### src/rtl/seq_app_div_ctrl.sv
// Sequential 16/8 approximate restoring divider: one shared 8-cell subtract row,
// one quotient bit per cycle (MSB first), with an LSB approximation schedule.
module seq_app_div_ctrl #(
  parameter int EXACT_ROWS = 3,
  parameter int MAX_APPROX = 5
) (
  input  logic        clk,
  input  logic        rst,
  input  logic        in_valid,
  output logic        in_ready,
  input  logic [15:0] x,
  input  logic [7:0]  y,
  input  logic        approx_en,
  output logic        out_valid,
  input  logic        out_ready,
  output logic [7:0]  q,
  output logic [7:0]  r,
  output logic        dz,
  output logic        ovf,
  output logic [2:0]  iter
);

  typedef enum logic [1:0] {S_IDLE, S_RUN, S_DONE} state_t;

  state_t      state;
  state_t      state_nxt;
  logic [7:0]  y_lat;
  logic        ax_lat;
  logic [6:0]  x_lat;
  logic [8:0]  p;
  logic [7:0]  apx;
  logic [7:0]  bin_vec;
  logic        bout_msb;
  logic        qs;
  logic [7:0]  rem;

  // Cell j of row i is approximate when it falls inside the growing LSB window.
  function automatic logic cell_is_apx(input int i, input int j);
    return (i >= EXACT_ROWS) && (j <= i - EXACT_ROWS) && (j < MAX_APPROX);
  endfunction

  assign in_ready  = (state == S_IDLE);
  assign out_valid = (state == S_DONE);

  always_comb begin
    logic c;
    apx     = '0;
    bin_vec = '0;
    c       = 1'b0;
    for (int j = 0; j < 8; j++) begin
      apx[j]     = ax_lat && cell_is_apx(int'(iter), j);
      bin_vec[j] = c;
      if (apx[j])
        c = y_lat[j] | (~p[j] & c);
      else
        c = (~p[j] & c) | (~p[j] & y_lat[j]) | (y_lat[j] & c);
    end
    bout_msb = c;
  end

  // The approximate cell's remainder select is intentionally inverted relative to the exact cell.
  always_comb begin
    qs  = ~bout_msb | p[8];
    rem = '0;
    for (int j = 0; j < 8; j++) begin
      if (apx[j])
        rem[j] = qs ? p[j] : ((p[j] ^ y_lat[j]) | bin_vec[j]);
      else
        rem[j] = qs ? (p[j] ^ y_lat[j] ^ bin_vec[j]) : p[j];
    end
  end

  always_comb begin
    state_nxt = state;
    case (state)
      S_IDLE:  if (in_valid) state_nxt = S_RUN;
      S_RUN:   if (dz || (iter == 3'd7)) state_nxt = S_DONE;
      S_DONE:  if (out_ready) state_nxt = S_IDLE;
      default: state_nxt = S_IDLE;
    endcase
  end

  always_ff @(posedge clk or posedge rst) begin
    if (rst) begin
      state  <= S_IDLE;
      y_lat  <= '0;
      ax_lat <= 1'b0;
      x_lat  <= '0;
      p      <= '0;
      q      <= '0;
      r      <= '0;
      dz     <= 1'b0;
      ovf    <= 1'b0;
      iter   <= '0;
    end else begin
      state <= state_nxt;
      case (state)
        S_IDLE: begin
          if (in_valid) begin
            y_lat  <= y;
            ax_lat <= approx_en;
            x_lat  <= x[6:0];
            p      <= x[15:7];
            ovf    <= (x[15:8] >= y);
            dz     <= (y == 8'd0);
            iter   <= 3'd0;
            q      <= 8'd0;
            r      <= 8'd0;
          end
        end
        S_RUN: begin
          // A zero divisor spends its single RUN cycle publishing the saturated result.
          if (dz) begin
            q <= 8'hFF;
            r <= p[8:1];
          end else begin
            q[3'd7 - iter] <= qs;
            if (iter != 3'd7) begin
              p     <= {rem, x_lat[6]};
              x_lat <= {x_lat[5:0], 1'b0};
              iter  <= iter + 3'd1;
            end else begin
              r <= rem;
            end
          end
        end
        default: ;
      endcase
    end
  end

endmodule

### config.mk
export PLATFORM = sky130hd
export DESIGN_NAME = seq_app_div_ctrl
export DESIGN_NICKNAME = d
export VERILOG_FILES = /design/src/rtl/seq_app_div_ctrl.sv
export SDC_FILE = /design/constraint.sdc
export NUM_CORES = 1
export LEC_CHECK = 0
export ABC_AREA = 1
export ABC_CLOCK_PERIOD_IN_PS = 13700
export CORE_MARGIN = 2
export CORE_UTILIZATION = 34
export CTS_CLUSTER_DIAMETER = 50
export DETAILED_ROUTE_END_ITERATION = 10
export HOLD_SLACK_MARGIN = 0.02
export MAX_ROUTING_LAYER = met4
export PLACE_DENSITY = 0.62
export RECOVER_POWER = 50
export SLEW_MARGIN = 15
export SYNTH_ARGS = -nofsm -noshare
export SYNTH_HDL_FRONTEND = slang
export SYNTH_SLANG_ARGS = --single-unit
### constraint.sdc
create_clock -name clk -period 13.7 [get_ports clk]
set_clock_uncertainty 0.05 [all_clocks]
set_input_delay 3.425 -clock clk [delete_from_list [all_inputs] [get_ports clk]]
set_output_delay 3.425 -clock clk [all_outputs]
set_load 0.1 [all_outputs]
# Yosys cells after proc, flatten, opt, wreduce, memory -nomap -nowiden
# Cells that the tools add are included.
# totals
register_bits	48
n_memories	0
latch_bits	0
ramBits	0
inputBits	29
mem_bits_ro	0
# op_classes
shift	0
div	0
mul	0
reduce_logical	20
n_addsub	3
muxes	48
eq_ne	10
bitwise_logic	69
magnitude_cmp	9
# op_table
operator	count
$le A3 B32 Y1 const A	2
$le A1 B32 Y1 const A	1
$le A2 B32 Y1 const A	1
$le A4 B32 Y1 const A	1
$mux W8	4
$pmux W8 S2	2
$mux W9	3
$mux W1	24
$or A1 B1 Y1	23
$and A1 B1 Y1	22
$mux W7	3
$pmux W9 S2	1
$xor A1 B1 Y1	15
$pmux W7 S2	1
$logic_and A1 B1 Y1	11
$mux W3	3
$not A1 Y1	9
$bwmux W8	1
$ge A8 B8 Y1	1
$logic_not A8 Y1	1
$ne A2 B2 Y1 const B	4
$mux W2	3
$ne A3 B3 Y1 const B	2
$pmux W2 S3	1
18 further kinds	20

# Longest topological paths before layout
# depth
depth_word	37
ltp_mapped	33
mapped_depth_nobuf	33

# Least setup slack after synthesis
# OpenSTA, ideal clock, no wires.
# synth_timing
kind	reg-to-reg
from	register iter[2]
to	register p[5]
path_buffers	1
slack_ns	7.624
stages_incl_launch_ff	31
arrival_ns	5.898
cell_sequence	dfrtp_1 clkinv_1 ha_1 inv_1 nand2_1 o21bai_1 nand2_1 fa_1 nand2_1 nand2_1 fa_1 nand2_1 nand2_1 fa_1 nand2_1 nand2_1 fa_1 nand2_1 nand2_1 fa_1 fa_1 inv_1 fa_1 nand2_1 inv_1 clkbuf_1 nor2_1 o31ai_1 inv_1 nor2_1 o22ai_1
# synth_via
elab_chain_cells	37
elab_cells_between_ends	67
cone_classes	add/sub: 1; order compare: 6; eq/ne: 2; mux: 11; bitwise: 36; reduce/logical: 11
# synth_rtl
element	line	text
from (decl)	20	output logic [2:0] iter
from (signal assigned)	121	iter <= iter + 3'd1;
$sub A3 B2 Y4	--	
$le A1 B32 Y1	39	return (i >= EXACT_ROWS) && (j <= i - EXACT_ROWS) && (j < MAX_APPROX);
$logic_and A1 B1 Y1	39	
$logic_and A1 B1 Y1	51	apx[j] = ax_lat && cell_is_apx(int'(iter), j);
$mux W1	53	if (apx[j])
$and A1 B1 Y1	54, 56	
$or A1 B1 Y1 (2 in a row)	56	c = (~p[j] & c) | (~p[j] & y_lat[j]) | (y_lat[j] & c);
$mux W1	53	
[19 not listed]	--	
$or A1 B1 Y1 (2 in a row)	56	
$not A1 Y1	63	qs = ~bout_msb | p[8];
$or A1 B1 Y1	63	
$mux W1 (on tied branches)	69, 67	
$mux W1	66	if (apx[j])
$mux W9	118	if (iter != 3'd7) begin
$mux W9	113	if (dz) begin
$pmux W9 S2	97	case (state)
to (signal assigned)	103	p <= x[15:7];
to (signal assigned)	119	p <= {rem, x_lat[6]};
to (decl)	30	logic [8:0] p;
# Several ways; a longest one is shown, not always the timed one. The select of a mux whose other input is x is not followed.
# A chain may end at the register's enable or synchronous reset.

# Worst setup path after layout
# layout_timing
from	register iter[0]
to	register r[2]
# layout_via
elab_chain_cells	37
elab_cells_between_ends	67
cone_classes	add/sub: 1; order compare: 6; eq/ne: 2; mux: 11; bitwise: 36; reduce/logical: 11
# layout_rtl
element	line	text
$sub A3 B2 Y4	--	
$le A1 B32 Y1	39	
$logic_and A1 B1 Y1	39	
$logic_and A1 B1 Y1	51	
$mux W1	53	
$and A1 B1 Y1	54, 56	
$or A1 B1 Y1 (2 in a row)	56	
$mux W1	53	
[19 not listed]	--	
$or A1 B1 Y1 (2 in a row)	56	
$not A1 Y1	63	
$or A1 B1 Y1	63	
$mux W1 (on tied branches)	69, 67	
$mux W1	66	
$mux W8	118	
$mux W8	113	
$pmux W8 S2	97	
to (signal assigned)	115	r <= p[8:1];
to (signal assigned)	123	r <= rem;
to (decl)	17	output logic [7:0] r,
# Several ways; a longest one is shown, not always the timed one. The select of a mux whose other input is x is not followed.

==> flow_summary_export.csv <==
group,metric,value,unit
synth,syn-num-nets,449,
timing,worst_case_setup_margin_in_the_final_layout,7320,ps
synth,synth_sequential_area_ratio,38.3,%
global_routing,grt_util_all_layers,16.8,%
cts,cts-buffers-inserted,5,
critical_path,critical-path-top-cell-by-count,"sky130_fd_sc_hd__nand2_1",
placement,placement.setup.worst_slack,7400,ps
placement,place.detailed.instances,538,
cts,clk_root_buffer_cell,"sky130_fd_sc_hd__clkbuf_8",
synth,synthesis.yosys.warnings,0,
synth,synth_enable_flop_cells,0,
floorplan,die_area,0.0100,sq mm
timing,hold_slack,443,ps
timing,final.setup.tns,0,ps
job,max_cap_violations,1,
critical_path,max_stage_delay,620,ps
synth,synth.ff_latch_count,48,
drt,highest_layer,"met4",
drt,route.final.wire_length,7620,um
drt,firstDrtPassIters,4,
synth,post-synth-top-count-cell,"sky130_fd_sc_hd__nand2_1",
outcome,run_status,"finished, violations left",
floorplan,row_count,35,
drt,met2_wirelength,3570,um
timing,rsz0062_at_grt,"false",
global_routing,grt_first_pass_wirelength,13000,um
placement,dp_hpwl,5510,um
drt,num_vias,2690,
timing,setup_viol,0,
critical_path,largest_fanout_on_the_critical_path,20,
synth,post_synth_inst_count,390,
global_routing,grt_pass1_vias,2695,
placement,port_buffers,51,
synth,share_of_flip_flops_with_an_asynchronous_set_or_reset,100,%
pwr,vdd.ir_drop.worst,0.0713,mV
finish,layout-drive-gt1-share,4.84,%
cts,cts-htree-levels,2,
synth,synth_largest_area_cell,"sky130_fd_sc_hd__dfrtp_1",
timing,timing.final.hold_violations,0,
synth,netlist-cell-type-count,37,
placement,gpl.final_weighted_congestion,0.869,
drt,route.detailed.drc,0,
timing,period_needed,6380,ps
synth,netlist_area,0.00314,sq mm
synth,yosys_most_used_dff,"sky130_fd_sc_hd__dfrtp_1",
cts,number_of_sinks_on_the_clock_net,48,
drt,detail_route.vias_per_cell,4.94,
critical_path,ff2ff_setup_slack,7320,ps
critical_path,cp-start-kind,"flop",
cts,clk_pin_slew_worst_paths,90,ps
cts,post_cts_resized,0,
timing,slew_headroom,-22.6,%
critical_path,critPathSlowestCell,"sky130_fd_sc_hd__dfrtp_1",
cts,cts_setup_buffers,0,
floorplan,floorplan.die.width,100,um
pwr,powerDensity,265,mW/mm^2
synth,synth.avg_cell_area,8.04,sq um
finish,final-instance-count-excl-fill,545,
pwr,leakage,1.74,nW
synth,post_synth_main_area_contributors,"sky130_fd_sc_hd__dfrtp_1 (38%), sky130_fd_sc_hd__ha_1 (9.2%), sky130_fd_sc_hd__nand2_1 (8.4%), sky130_fd_sc_hd__o21ai_0 (8.3%), sky130_fd_sc_hd__inv_1 (6.1%)",
timing,tightest_slew,1840,ps
drt,antenna_violating_nets_post_route,0,
finish,finish.utilization,41.6,%
cts,insertion_delay_to_the_later_sink_of_the_worst_skew_pair,310,ps
timing,final-max-slew-violation-count,49,
critical_path,worst-endpoint-arrival,6550,ps
floorplan,die_y,100,um
global_routing,overflow,0,
finish,diodes,0,
critical_path,endpoint_kind,"flop",
synth,netlist.area_leader.share,38.3,%
hold_path,timing.hold.worst.class,"reg -> reg",
timing,maximum_achievable_frequency,157,MHz
global_routing,number_of_antenna_violations_at_the_first_check_in_global_routing,0,
outcome,failing_checks,"capacitance limit, slew limit",
cts,tritoncts,"yes",
floorplan,floorplan.io_pins,52,
cts,cts-hold-fix-buffers,0,
synth,synth.cells.most_frequent,"sky130_fd_sc_hd__nand2_1 (70), sky130_fd_sc_hd__o21ai_0 (52), sky130_fd_sc_hd__inv_1 (51), sky130_fd_sc_hd__dfrtp_1 (48), sky130_fd_sc_hd__nor2_1 (27)",
cts,cts_buffer_depth,2,
timing,period_share,46.6,%
drt,initialDrtViolationCount,136,
global_routing,largest_net_degree_at_the_start_of_global_routing,49,
drt,wl_per_cell,14.0,um
finish,flow.area_growth_from_synthesis,20.7,%
finish,final_net_count,493,
critical_path,data_required_time_of_the_critical_path,13870,ps
floorplan,initial_core_util,34.4,%
drt,route.layer.met1.wl,3720,um
critical_path,crit_type,"reg -> reg",
drt,wl_met3,225,um
floorplan,core,0.00911,sq mm
critical path: cells and delay by family, from the launching register on:
kind	cells	cell delay [ps]
and+or+nand+nor	13	1490
DFF	1	620
buffers and inverters	4	620
AOI/OAI and AO/OA	3	690
adders and majority gates	9	2820
stage by stage:
step	power, mW	cell area, sq um
after floorplan	0.777	3140
after global placement	0.910	3720
after detailed placement	0.922	3720
after CTS	1.01	3800
after global routing	1.10	3790
final	1.00	3790
registers in the layout (all words and copies together), names as in the netlist:
| signal | flops |
|---|---|
| ovf | 1 |
| iter | 3 |
| p | 9 |
| ax_lat | 1 |
| y_lat | 8 |
| state | 2 |
| r | 8 |
| q | 8 |
| x_lat | 7 |
| dz | 1 |
per-layer routing:
layer	track usage, %	up-vias
li1	-	1367
met2	27.1	49
met5	-	-
met3	3.27	9
met4	3.90	0
met1	22.1	1265
final cells by class:
type / instances / area [sq um]
timing repair buffer: 52 / 514
clock inverter: 2 / 12.5
inverter: 59 / 226
tap: 111 / 139
fill: 988 / 5320
multi-input combinational: 268 / 1630
clock buffer: 5 / 68.8
sequential: 48 / 1200
worst paths after layout:
path / from / end / cells after the start
setup / recovery: iter[0]$_DFFE_PP0P_ / r[2]$_DFFE_PP0P_ / 29
hold / removal: y_lat[5]$_DFFE_PP0P_ / y_lat[5]$_DFFE_PP0P_ / 2
setup reg to reg: iter[0]$_DFFE_PP0P_ / r[2]$_DFFE_PP0P_ / 29
hold reg to reg: y_lat[5]$_DFFE_PP0P_ / y_lat[5]$_DFFE_PP0P_ / 2
max in group asynchronous: rst / p[2]$_DFFE_PP0P_ / 2
min in group asynchronous: rst / x_lat[4]$_DFFE_PP0P_ / 2
cell families (layout without fill, tap and decap cells):
logic type / count (synthesis) / count (layout) / synth area share [%]
buf+inv: 74 / 118 / 9.65
flops: 48 / 48 / 38.3
compound gates: 107 / 107 / 19.1
xor+xnor: 1 / 1 / 0.279
fa+ha+maj: 30 / 30 / 13.6
simple gates: 130 / 130 / 19.1
report_power, final:
part / leakage [nW] / internal [mW] / switching [mW] / total (mW)
clock: 0.0400 / 0.0347 / 0.0501 / 0.0848
combinational: 1.09 / 0.196 / 0.468 / 0.664
sequential: 0.609 / 0.203 / 0.0515 / 0.254
total: 1.74 / 0.433 / 0.569 / 1.00
layout by cell type (no fill, tap or decap), drive strengths merged:
cell type,instances
clkbuf,6
nand4,1
o211ai,8
dfrtp,48
nor2,32
ha,23
o22ai,7
nand3,17
clkinvlp,1
a31oi,3
inv,58
a211oi,1
a31o,1
nand2,72
clkinv,2
o21bai,1
a21oi,14
o21ai,67
o31ai,3
clkdlybuf4s50,48
xor2,1
nor3,6
fa,7
a21o,1
o2111ai,1
nor4,2
dlygate4sd3,3
Note: power is estimated with default switching activity, not from simulation.
